### config.mk
export PLATFORM = sky130hd
export DESIGN_NAME = instr_sequencer_flat
export DESIGN_NICKNAME = d
export VERILOG_FILES = /design/src/rtl/instr_sequencer_if.sv /design/src/rtl/instr_sequencer.sv /design/src/flat_wrapper.sv
export SDC_FILE = /design/constraint.sdc
export NUM_CORES = 1
export LEC_CHECK = 0
export CAP_MARGIN = 20
export CORE_ASPECT_RATIO = 1.1
export CORE_MARGIN = 3
export CORE_UTILIZATION = 41
export CTS_CLUSTER_DIAMETER = 40
export DETAILED_ROUTE_END_ITERATION = 10
export GPL_TIMING_DRIVEN = 0
export PLACE_DENSITY = 0.68
export SLEW_MARGIN = 20
export SYNTH_ARGS = -nofsm -noshare
export SYNTH_HDL_FRONTEND = slang
export SYNTH_SLANG_ARGS = --single-unit
### constraint.sdc
create_clock -name clk -period 5.9 [get_ports clk]
set_clock_uncertainty 0.2 [all_clocks]
set_input_delay 1.77 -clock clk [delete_from_list [all_inputs] [get_ports clk]]
set_output_delay 1.77 -clock clk [all_outputs]
set_load 0.01 [all_outputs]
### src/rtl/instr_sequencer_if.sv
// Bus bundle between the instruction sequencer, its program memory and the
// four instruction FSMs (run request, fetch address/data, start/done pulses, status).
interface instr_sequencer_if #(
    parameter int PC_WIDTH = 8
);
    logic                run;
    logic [PC_WIDTH-1:0] pc_addr;
    logic [14:0]         instr_in;
    logic [5:0]          Ri;
    logic [5:0]          num;
    logic                start_movi;
    logic                start_mov;
    logic                start_add;
    logic                start_sub;
    logic                done_movi;
    logic                done_mov;
    logic                done_add;
    logic                done_sub;
    logic                busy;
    logic                halted;
    logic                error;

    modport master (
        input  run, instr_in, done_movi, done_mov, done_add, done_sub,
        output pc_addr, Ri, num, start_movi, start_mov, start_add, start_sub,
               busy, halted, error
    );

    modport slave (
        output run, instr_in, done_movi, done_mov, done_add, done_sub,
        input  pc_addr, Ri, num, start_movi, start_mov, start_add, start_sub,
               busy, halted, error
    );
endinterface

### src/rtl/instr_sequencer.sv
// Instruction sequencer: fetches from a synchronous-read program memory, dispatches
// MOVI/MOV/ADD/SUB to their FSMs and waits for completion under a per-instruction watchdog.
module instr_sequencer #(
    parameter int PC_WIDTH = 8,
    parameter int TIMEOUT  = 15
) (
    input logic               clk,
    input logic               reset,
    instr_sequencer_if.master bus
);
    localparam logic [2:0] OP_NOP  = 3'd0;
    localparam logic [2:0] OP_MOVI = 3'd1;
    localparam logic [2:0] OP_MOV  = 3'd2;
    localparam logic [2:0] OP_ADD  = 3'd3;
    localparam logic [2:0] OP_SUB  = 3'd4;
    localparam logic [2:0] OP_HALT = 3'd7;

    localparam logic [PC_WIDTH-1:0] PC_ONE     = PC_WIDTH'(1);
    localparam logic [7:0]          WDOG_LIMIT = 8'(TIMEOUT);

    typedef enum logic [2:0] {
        S_IDLE,
        S_FETCH,
        S_DECODE,
        S_DISPATCH,
        S_WAIT,
        S_HALT,
        S_ERROR
    } state_t;

    state_t              r_state;
    state_t              w_next;
    logic [PC_WIDTH-1:0] r_pc;
    logic [PC_WIDTH-1:0] w_pcNext;
    logic [14:0]         r_ir;
    logic                w_irLoad;
    logic [7:0]          r_wdog;
    logic [7:0]          w_wdogNext;
    logic [7:0]          w_wdogInc;
    logic                r_busy;
    logic                r_halted;
    logic                r_error;
    logic [2:0]          w_op;
    logic                w_done;

    assign w_op      = r_ir[14:12];
    assign w_wdogInc = r_wdog + 8'd1;

    // Only the completion pulse of the unit named by the latched opcode counts.
    always_comb begin
        w_done = 1'b0;
        case (w_op)
            OP_MOVI: w_done = bus.done_movi;
            OP_MOV:  w_done = bus.done_mov;
            OP_ADD:  w_done = bus.done_add;
            OP_SUB:  w_done = bus.done_sub;
            default: w_done = 1'b0;
        endcase
    end

    always_comb begin
        w_next     = r_state;
        w_pcNext   = r_pc;
        w_irLoad   = 1'b0;
        w_wdogNext = r_wdog;
        case (r_state)
            S_IDLE: begin
                w_pcNext = '0;
                if (bus.run) begin
                    w_next = S_FETCH;
                end
            end
            S_FETCH: begin
                w_next = S_DECODE;
            end
            S_DECODE: begin
                w_irLoad = 1'b1;
                case (bus.instr_in[14:12])
                    OP_NOP: begin
                        w_pcNext = r_pc + PC_ONE;
                        w_next   = S_FETCH;
                    end
                    OP_MOVI, OP_MOV, OP_ADD, OP_SUB: w_next = S_DISPATCH;
                    OP_HALT: w_next = S_HALT;
                    default: w_next = S_ERROR;
                endcase
            end
            S_DISPATCH: begin
                w_wdogNext = '0;
                w_next     = S_WAIT;
            end
            S_WAIT: begin
                // A done in the same cycle as the watchdog limit still completes the instruction.
                if (w_done) begin
                    w_pcNext = r_pc + PC_ONE;
                    w_next   = S_FETCH;
                end else begin
                    w_wdogNext = w_wdogInc;
                    if (w_wdogInc == WDOG_LIMIT) begin
                        w_next = S_ERROR;
                    end
                end
            end
            S_HALT: begin
                if (bus.run) begin
                    w_pcNext = '0;
                    w_next   = S_FETCH;
                end
            end
            S_ERROR: begin
                w_next = S_ERROR;
            end
            default: begin
                w_next = S_IDLE;
            end
        endcase
    end

    always_ff @(posedge clk or negedge reset) begin
        if (!reset) begin
            r_state  <= S_IDLE;
            r_pc     <= '0;
            r_ir     <= '0;
            r_wdog   <= '0;
            r_busy   <= 1'b0;
            r_halted <= 1'b0;
            r_error  <= 1'b0;
        end else begin
            r_state  <= w_next;
            r_pc     <= w_pcNext;
            r_wdog   <= w_wdogNext;
            r_busy   <= (w_next != S_IDLE) && (w_next != S_HALT) && (w_next != S_ERROR);
            r_halted <= (w_next == S_HALT);
            r_error  <= (w_next == S_ERROR);
            if (w_irLoad) begin
                r_ir <= bus.instr_in;
            end
        end
    end

    // Starts decode straight from the state register so reset kills them asynchronously.
    assign bus.start_movi = (r_state == S_DISPATCH) && (w_op == OP_MOVI);
    assign bus.start_mov  = (r_state == S_DISPATCH) && (w_op == OP_MOV);
    assign bus.start_add  = (r_state == S_DISPATCH) && (w_op == OP_ADD);
    assign bus.start_sub  = (r_state == S_DISPATCH) && (w_op == OP_SUB);

    assign bus.pc_addr = r_pc;
    assign bus.Ri      = r_ir[11:6];
    assign bus.num     = r_ir[5:0];
    assign bus.busy    = r_busy;
    assign bus.halted  = r_halted;
    assign bus.error   = r_error;
endmodule

### src/flat_wrapper.sv
// flat-port wrapper written by rule: the top's interface ports become plain ports
module instr_sequencer_flat 
#(
    parameter int PC_WIDTH = 8,
    parameter int TIMEOUT  = 15
)
  (clk, reset, bus_run, bus_instr_in, bus_done_movi, bus_done_mov, bus_done_add, bus_done_sub, bus_pc_addr, bus_Ri, bus_num, bus_start_movi, bus_start_mov, bus_start_add, bus_start_sub, bus_busy, bus_halted, bus_error);
  instr_sequencer_if #(.PC_WIDTH(PC_WIDTH)) bus_i ();
  input logic clk;
  input logic reset;
  input wire logic [$bits(bus_i.run)-1:0] bus_run;
  input wire logic [$bits(bus_i.instr_in)-1:0] bus_instr_in;
  input wire logic [$bits(bus_i.done_movi)-1:0] bus_done_movi;
  input wire logic [$bits(bus_i.done_mov)-1:0] bus_done_mov;
  input wire logic [$bits(bus_i.done_add)-1:0] bus_done_add;
  input wire logic [$bits(bus_i.done_sub)-1:0] bus_done_sub;
  output wire logic [$bits(bus_i.pc_addr)-1:0] bus_pc_addr;
  output wire logic [$bits(bus_i.Ri)-1:0] bus_Ri;
  output wire logic [$bits(bus_i.num)-1:0] bus_num;
  output wire logic [$bits(bus_i.start_movi)-1:0] bus_start_movi;
  output wire logic [$bits(bus_i.start_mov)-1:0] bus_start_mov;
  output wire logic [$bits(bus_i.start_add)-1:0] bus_start_add;
  output wire logic [$bits(bus_i.start_sub)-1:0] bus_start_sub;
  output wire logic [$bits(bus_i.busy)-1:0] bus_busy;
  output wire logic [$bits(bus_i.halted)-1:0] bus_halted;
  output wire logic [$bits(bus_i.error)-1:0] bus_error;
  assign bus_i.run = bus_run;
  assign bus_i.instr_in = bus_instr_in;
  assign bus_i.done_movi = bus_done_movi;
  assign bus_i.done_mov = bus_done_mov;
  assign bus_i.done_add = bus_done_add;
  assign bus_i.done_sub = bus_done_sub;
  assign bus_pc_addr = bus_i.pc_addr;
  assign bus_Ri = bus_i.Ri;
  assign bus_num = bus_i.num;
  assign bus_start_movi = bus_i.start_movi;
  assign bus_start_mov = bus_i.start_mov;
  assign bus_start_add = bus_i.start_add;
  assign bus_start_sub = bus_i.start_sub;
  assign bus_busy = bus_i.busy;
  assign bus_halted = bus_i.halted;
  assign bus_error = bus_i.error;
  instr_sequencer #(.PC_WIDTH(PC_WIDTH), .TIMEOUT(TIMEOUT)) u_core (.clk(clk), .reset(reset), .bus(bus_i));
endmodule
* After elaboration in Yosys (flattened, before gate mapping) *
Cells that the tools add are included.

cells by class
  add/subtract/negate cells = 2
  eq/ne operators = 24
  mux-type cells = 13
  reduce and logical (&&, ||, !) cells = 15

operators with widths
  cell                 number
  $mux 8               4
  $pmux 8 s4           1
  $eq 3x3->1 const B   8
  $eq 3x2->1 const B   6
  $pmux 3 s6           1
  $add 8x1->8 const B  2
  $pmux 8 s2           1
  $eq 3x1->1 const B   3
  $mux 3               3
  $pmux 3 s3           1
  $eq 8x4->1 const B   1
  $logic_and 1x1->1    6
  $logic_not 3->1      2
  $ne 3x3->1 const B   2
  $ne 2x1->1 const B   2
  $ne 2x2->1 const B   2
  $pmux 1 s4           1
  $reduce_and 4->1     1
  $reduce_bool 4->1    1
  $reduce_or 4->1      1
  $reduce_bool 3->1    1
  $reduce_and 2->1     1
  $reduce_bool 2->1    1
  $reduce_or 2->1      1
  $mux 1               1

word-level totals
  register bits = 37
  output and inout bits = 27
  word-level logic and storage cells = 61

* Logic depth before layout (Yosys ltp) *
Gate-level depths: netlist (run 1).

  word-level depth = 8
  depth in mapped cells = 7

* Worst setup path after synthesis (run 1) *
Ideal clock, no wire load.

  path kind = in2reg
  start = input port bus_done_add
  end = register u_core.r_wdog[7]
  setup time = 139 ps
  data arrival time = 2933 ps
  data required time = 5561 ps
  slack = 2628 ps
  stages on the path = 6
  path buffers = 1
  cells stage by stage = mux2i_2 -> o211ai_4 -> a311oi_2 -> and3_1 -> buf_6 -> o221ai_1

on the way
  cells in the longest elaborated chain, start to end = 3

RTL lines
  what                               RTL line                text
  from (decl)                        flat_wrapper.sv:15      input wire logic [$bits(bus_i.done_add)-1:0] bus_done_add;
  $pmux 1 s4                         instr_sequencer.sv:52   case (w_op)
  $ne 2x2->1 (no source line)        n/a
  $reduce_and 2->1 (no source line)  n/a
  to (signal assigned)               instr_sequencer.sv:131  r_wdog <= w_wdogNext;
  to (decl)                          instr_sequencer.sv:37   logic [7:0] r_wdog;

Every way passes these cells.
A chain may end at the register's enable or synchronous reset.

* Worst setup path in the final report (run 1) *
  start = register u_core.r_state[1]
  end = output port bus_start_sub

on the way
  cells in the longest elaborated chain, start to end = 2

RTL lines
  what                    RTL line                text
  from (decl)             instr_sequencer.sv:31   state_t r_state;
  from (signal assigned)  instr_sequencer.sv:129  r_state <= w_next;
  $eq 3x2->1              instr_sequencer.sv:145  assign bus.start_sub = (r_state == S_DISPATCH) && (w_op == OP_SUB);
  $logic_and 1x1->1       instr_sequencer.sv:145
  to (decl)               flat_wrapper.sv:23      output wire logic [$bits(bus_i.start_sub)-1:0] bus_start_sub;

Every way passes these cells.

==> results of run 1 <==
-- layout make-up --
cell class                      count  area (sq um)
Buffer                             18           125
Tap cell                           56          70.1
Clock inverter                      3          46.3
Timing Repair Buffer               49           495
Clock buffer                        5          68.8
Multi-Input combinational cell    141          1000
Inverter                            7          26.3
Fill cell                         427          2020
Sequential cell                    37           926
-- cell usage in the layout (no fill, tap or decap), types with 2 or more instances in the layout --
cell type,n
a21o_1,2
a31oi_1,2
dfrtp_1,37
clkdlybuf4s50_1,47
clkbuf_8,5
or3_1,2
o21ai_0,13
nand2_1,12
a21oi_1,4
mux2i_1,3
xor2_1,4
buf_4,12
xnor2_1,2
nor3_1,4
nand3_1,10
ha_1,3
nand2b_1,5
and3_1,8
inv_1,7
o31ai_1,2
buf_2,5
nor2b_1,2
o22ai_1,3
nor2_1,17
mux2_2,15
nand4b_1,2
-- path summary, 6_finish.rpt --
| kind | slack (ps) | end | depth (start not counted) |
|---|---|---|---|
| setup / recovery | 1740 | bus_start_sub | 4 |
| hold / removal | 310 | u_core.r_ir[4] | 1 |
| setup reg to reg | 3560 | u_core.r_ir[6] | 4 |
| hold reg to reg | 310 | u_core.r_ir[4] | 1 |
| max in group asynchronous | 3930 | u_core.r_ir[5] | 2 |
| min in group asynchronous | 1150 | u_core.r_ir[14] | 1 |
-- sequential cells by signal (all words and copies together), names as in the netlist --
name / cells
u_core.bus.busy: 1
u_core.bus.error: 1
u_core.bus.halted: 1
u_core.bus.pc_addr: 8
u_core.r_ir: 15
u_core.r_state: 3
u_core.r_wdog: 8
-- per-stage QoR --
step,power [W],cells,util [%]
6_report,0.00134,316,57.7
3_3_place_gp,0.00112,307,55.0
2_1_floorplan,0.000898,203,-
4_1_cts,0.00136,316,57.7
5_1_grt,0.00145,316,57.7
3_5_place_dp,0.00113,308,55.3
-- layer usage --
| metal | GRT usage (%) | up-vias |
|---|---|---|
| met5 | 0 | - |
| met4 | 6.52 | 0 |
| met3 | 4.38 | 4 |
| met2 | 25.7 | 45 |
| met1 | 18.7 | 800 |
| li1 | - | 831 |
-- power groups by stage --
stage,clock (W),sequential (W),combinational [W]
floorplan,0,0.000426,0.000471
global placement,0,0.000434,0.000681
detailed placement,0,0.000437,0.000691
CTS,0.000231,0.000431,0.000694
global route,0.000243,0.000451,0.000753
finish,0.000223,0.000433,0.000686
-- worst register-to-register path: stages (launching register included) --
cell	delay [ps]
dfrtp_1	450
or2_2	340
nor2_1	500
buf_2	370
mux2_2	370
-- logic make-up (layout without fill, tap and decap cells) --
kind of cell               after synthesis  after routing  share of synthesized area, %
AOI/OAI and AO/OA                       37             37                          13.5
xor gates and xnor gates                 6              6                          2.53
adders and majority gates                3              3                          1.80
buffers and inverters                   25             82                          7.28
DFF                                     37             37                          44.5
muxes                                   19             19                          10.2
and+or+nand+nor                         76             76                          20.2
==> summary.md, run 1 <==
| Metric | Value |
|---|---|
| Status | complete, no violations |
| Synth unique cells | 52 |
| CTS tree | built |
| Antenna-violating nets left | 0 |
| Reg2reg start | u_core.r_state[2] |
| Hold_ws | 310 ps |
| Clk Latency, worst-skew pair | 290 ps |
| RSZ-0062 raised after global routing | false |
| Synth Cell Area | between 2000 and 2500 sq um |
| Vias in the first global route | between 1.5k and 2k |
| Reg power frac | 32.2% |
| Layout cells sized above 1 | 20.4% |
| Leak Pwr | between 1 and 1.5 nW |
| Clock Tree Buf Depth | 2 |
| Slew headroom | between 50 and 60% |
| Core ar. | 4780 sq um |
| Ys flop type | dfrtp_1 |
| Largest net degree at the start of global routing | 29 |
| Switch Pwr | roughly 0.00049 W |
| First-pass GRT wire length | slightly above 7 mm |
| Final hold vios | 0 |
| Antenna violations before repair | 0 |
| Ranking of synthesized cells by area | dfrtp_1 44%, mux2_2 8.1%, buf_4 4.3%, o21ai_0 3.1%, nor2_1 3.1% |
| Final worst slack | about 1700 ps |
| Ports | 49 |
| Clock Power Share | 16.6% |
| ANT cells | 0 |
| Yosys reg bits | 37 |
| WP buf/inv | 2 |
| Cells along the critical path | clkbuf_1 > nand3b_1 > nor4b_1 > clkdlybuf4s50_1 |
| Row count | 26 |
| Top sig layer | met4 |
| Total of max-cap violations | 0 |
| Cell Pwr Density | 486 nW/um^2 |
| H-tree Lvls | 2 |
| Final setup vio count | 0 |
| Routability congestion estimate from global placement | 0.802 |
| Max incr delay on CP | 600 ps |
| Net Sw Frac | 36.5% |
| Wire length on met3 | 247 um |
| Asr flop ratio synth | 100% |
| Post-CTS setup buffers | 0 |
| TritonCTS Buffers | 5 |
| Crit end category | primary output |
| Top-area cell type share of the netlist area | 44.5% |
| Worst slew pin tran | between 600 and 700 ps |
| Routed Wire Length | between 4 and 5 mm |
| CP delay by family, top | buffers and inverters |
| Hold Path Class | reg2reg |
| Logic pwr share | 51.1% |
| CP required | 3930 ps |
| Worst-path clk slew | around 80 ps |
| Post-placement cell area | 2650 sq um |
| YS warnings | 0 |
| Post-cts resize count | 0 |
| Total track usage | 15.5% |
| Pre-Repair DR Iteration Count | 4 |
| CP startpoint | u_core.r_state[1] |
| Period utilization | 70.6% |
| Post-route DRC | 0 |
| TNS Setup | 0 ps |
| Met1 WL | 1.94 mm |
| Mean post-synth cell area | 10.2 sq um |
| Nets@finish | 284 |
| Clk sinks | 37 |
| Slew Limit Fails | 0 |
| Post-DP HPWL | 3.19 mm |
| Synthesized instance count | 203 |
| Power Internal | ~0.00085 W |
| Area of the die | around 6000 sq um |
| Crit path max fanout | 10 |
| Die height | 80.7 um |
| Metal2 WL | 2.08 mm |
| Post-synth top area cell | dfrtp_1 |
| Top-count cell post-synth | dfrtp_1 |
| Most common library cells after synthesis | 37 x dfrtp_1, 17 x nor2_1, 15 x mux2_2, 13 x o21ai_0 |
| Crit-path slowest cell | clkdlybuf4s50_1 |
| Area delta synth->final | 32.7% |
| Average wire per standard cell | 13.6 um |
| Pre-CTS WS | 1980 ps |
| Peak supply drop | 0.245 mV |
| Vias per cell | around 5.3 |
| Starting Density | 43.5% |
| FMAX | 240 MHz |
| PortBufs | 48 |
| Fin area | roughly 2800 sq um |
| WP data arrival | 2190 ps |
| DR vias | 1680 |
| Root Driver | clkbuf_8 |
| Chip width | 73.9 um |
| Initial drt markers | 70 |
| Start point of the worst hold path | u_core.r_ir[4] |
| Period minus WS final | 4160 ps |
| Startpoint Class | flip-flop |
| Critical path type | reg2out |
| Synth Net Count | 228 |
| Hold-fix buffers at CTS | 0 |
| Remaining Overflow, GRT | 0 |
| Post-synthesis sequential area ratio | ~44% |
| EDFF count, synth | 0 |
(Power assumes the default switching activity.)
==> run 2: changes to the inputs <==
==> constraint.sdc (replaced) <==
create_clock -name clk -period 3.9 [get_ports clk]
set_clock_uncertainty 0.2 [all_clocks]
set_input_delay 1.17 -clock clk [delete_from_list [all_inputs] [get_ports clk]]
set_output_delay 1.17 -clock clk [all_outputs]
set_load 0.01 [all_outputs]
==> results of run 2 <==
The final DEF is identical to that of run 1. Status: complete, no violations.
Among the figures that moved: setup slack after placement 1980 ps -> 581 ps; setup slack after layout 1740 ps -> 336 ps; register-to-register setup slack 3560 ps -> 1560 ps; total power 0.00134 W -> 0.00203 W; worst IR drop on VDD 0.245 mV -> 0.371 mV
==> run 3: changes to the inputs <==
--- a/config.mk
+++ b/config.mk
@@ -10,6 +10,7 @@
 export CORE_MARGIN = 3
 export CORE_UTILIZATION = 41
 export CTS_CLUSTER_DIAMETER = 40
+export CTS_CLUSTER_SIZE = 8
 export DETAILED_ROUTE_END_ITERATION = 10
 export GPL_TIMING_DRIVEN = 0
 export PLACE_DENSITY = 0.68
==> results of run 3 <==
The final DEF is identical to that of run 1. Status: complete, no violations.
Among the figures that moved: setup slack after placement 1980 ps -> 581 ps; setup slack after layout 1740 ps -> 336 ps; register-to-register setup slack 3560 ps -> 1560 ps; total power 0.00134 W -> 0.00203 W; worst IR drop on VDD 0.245 mV -> 0.371 mV
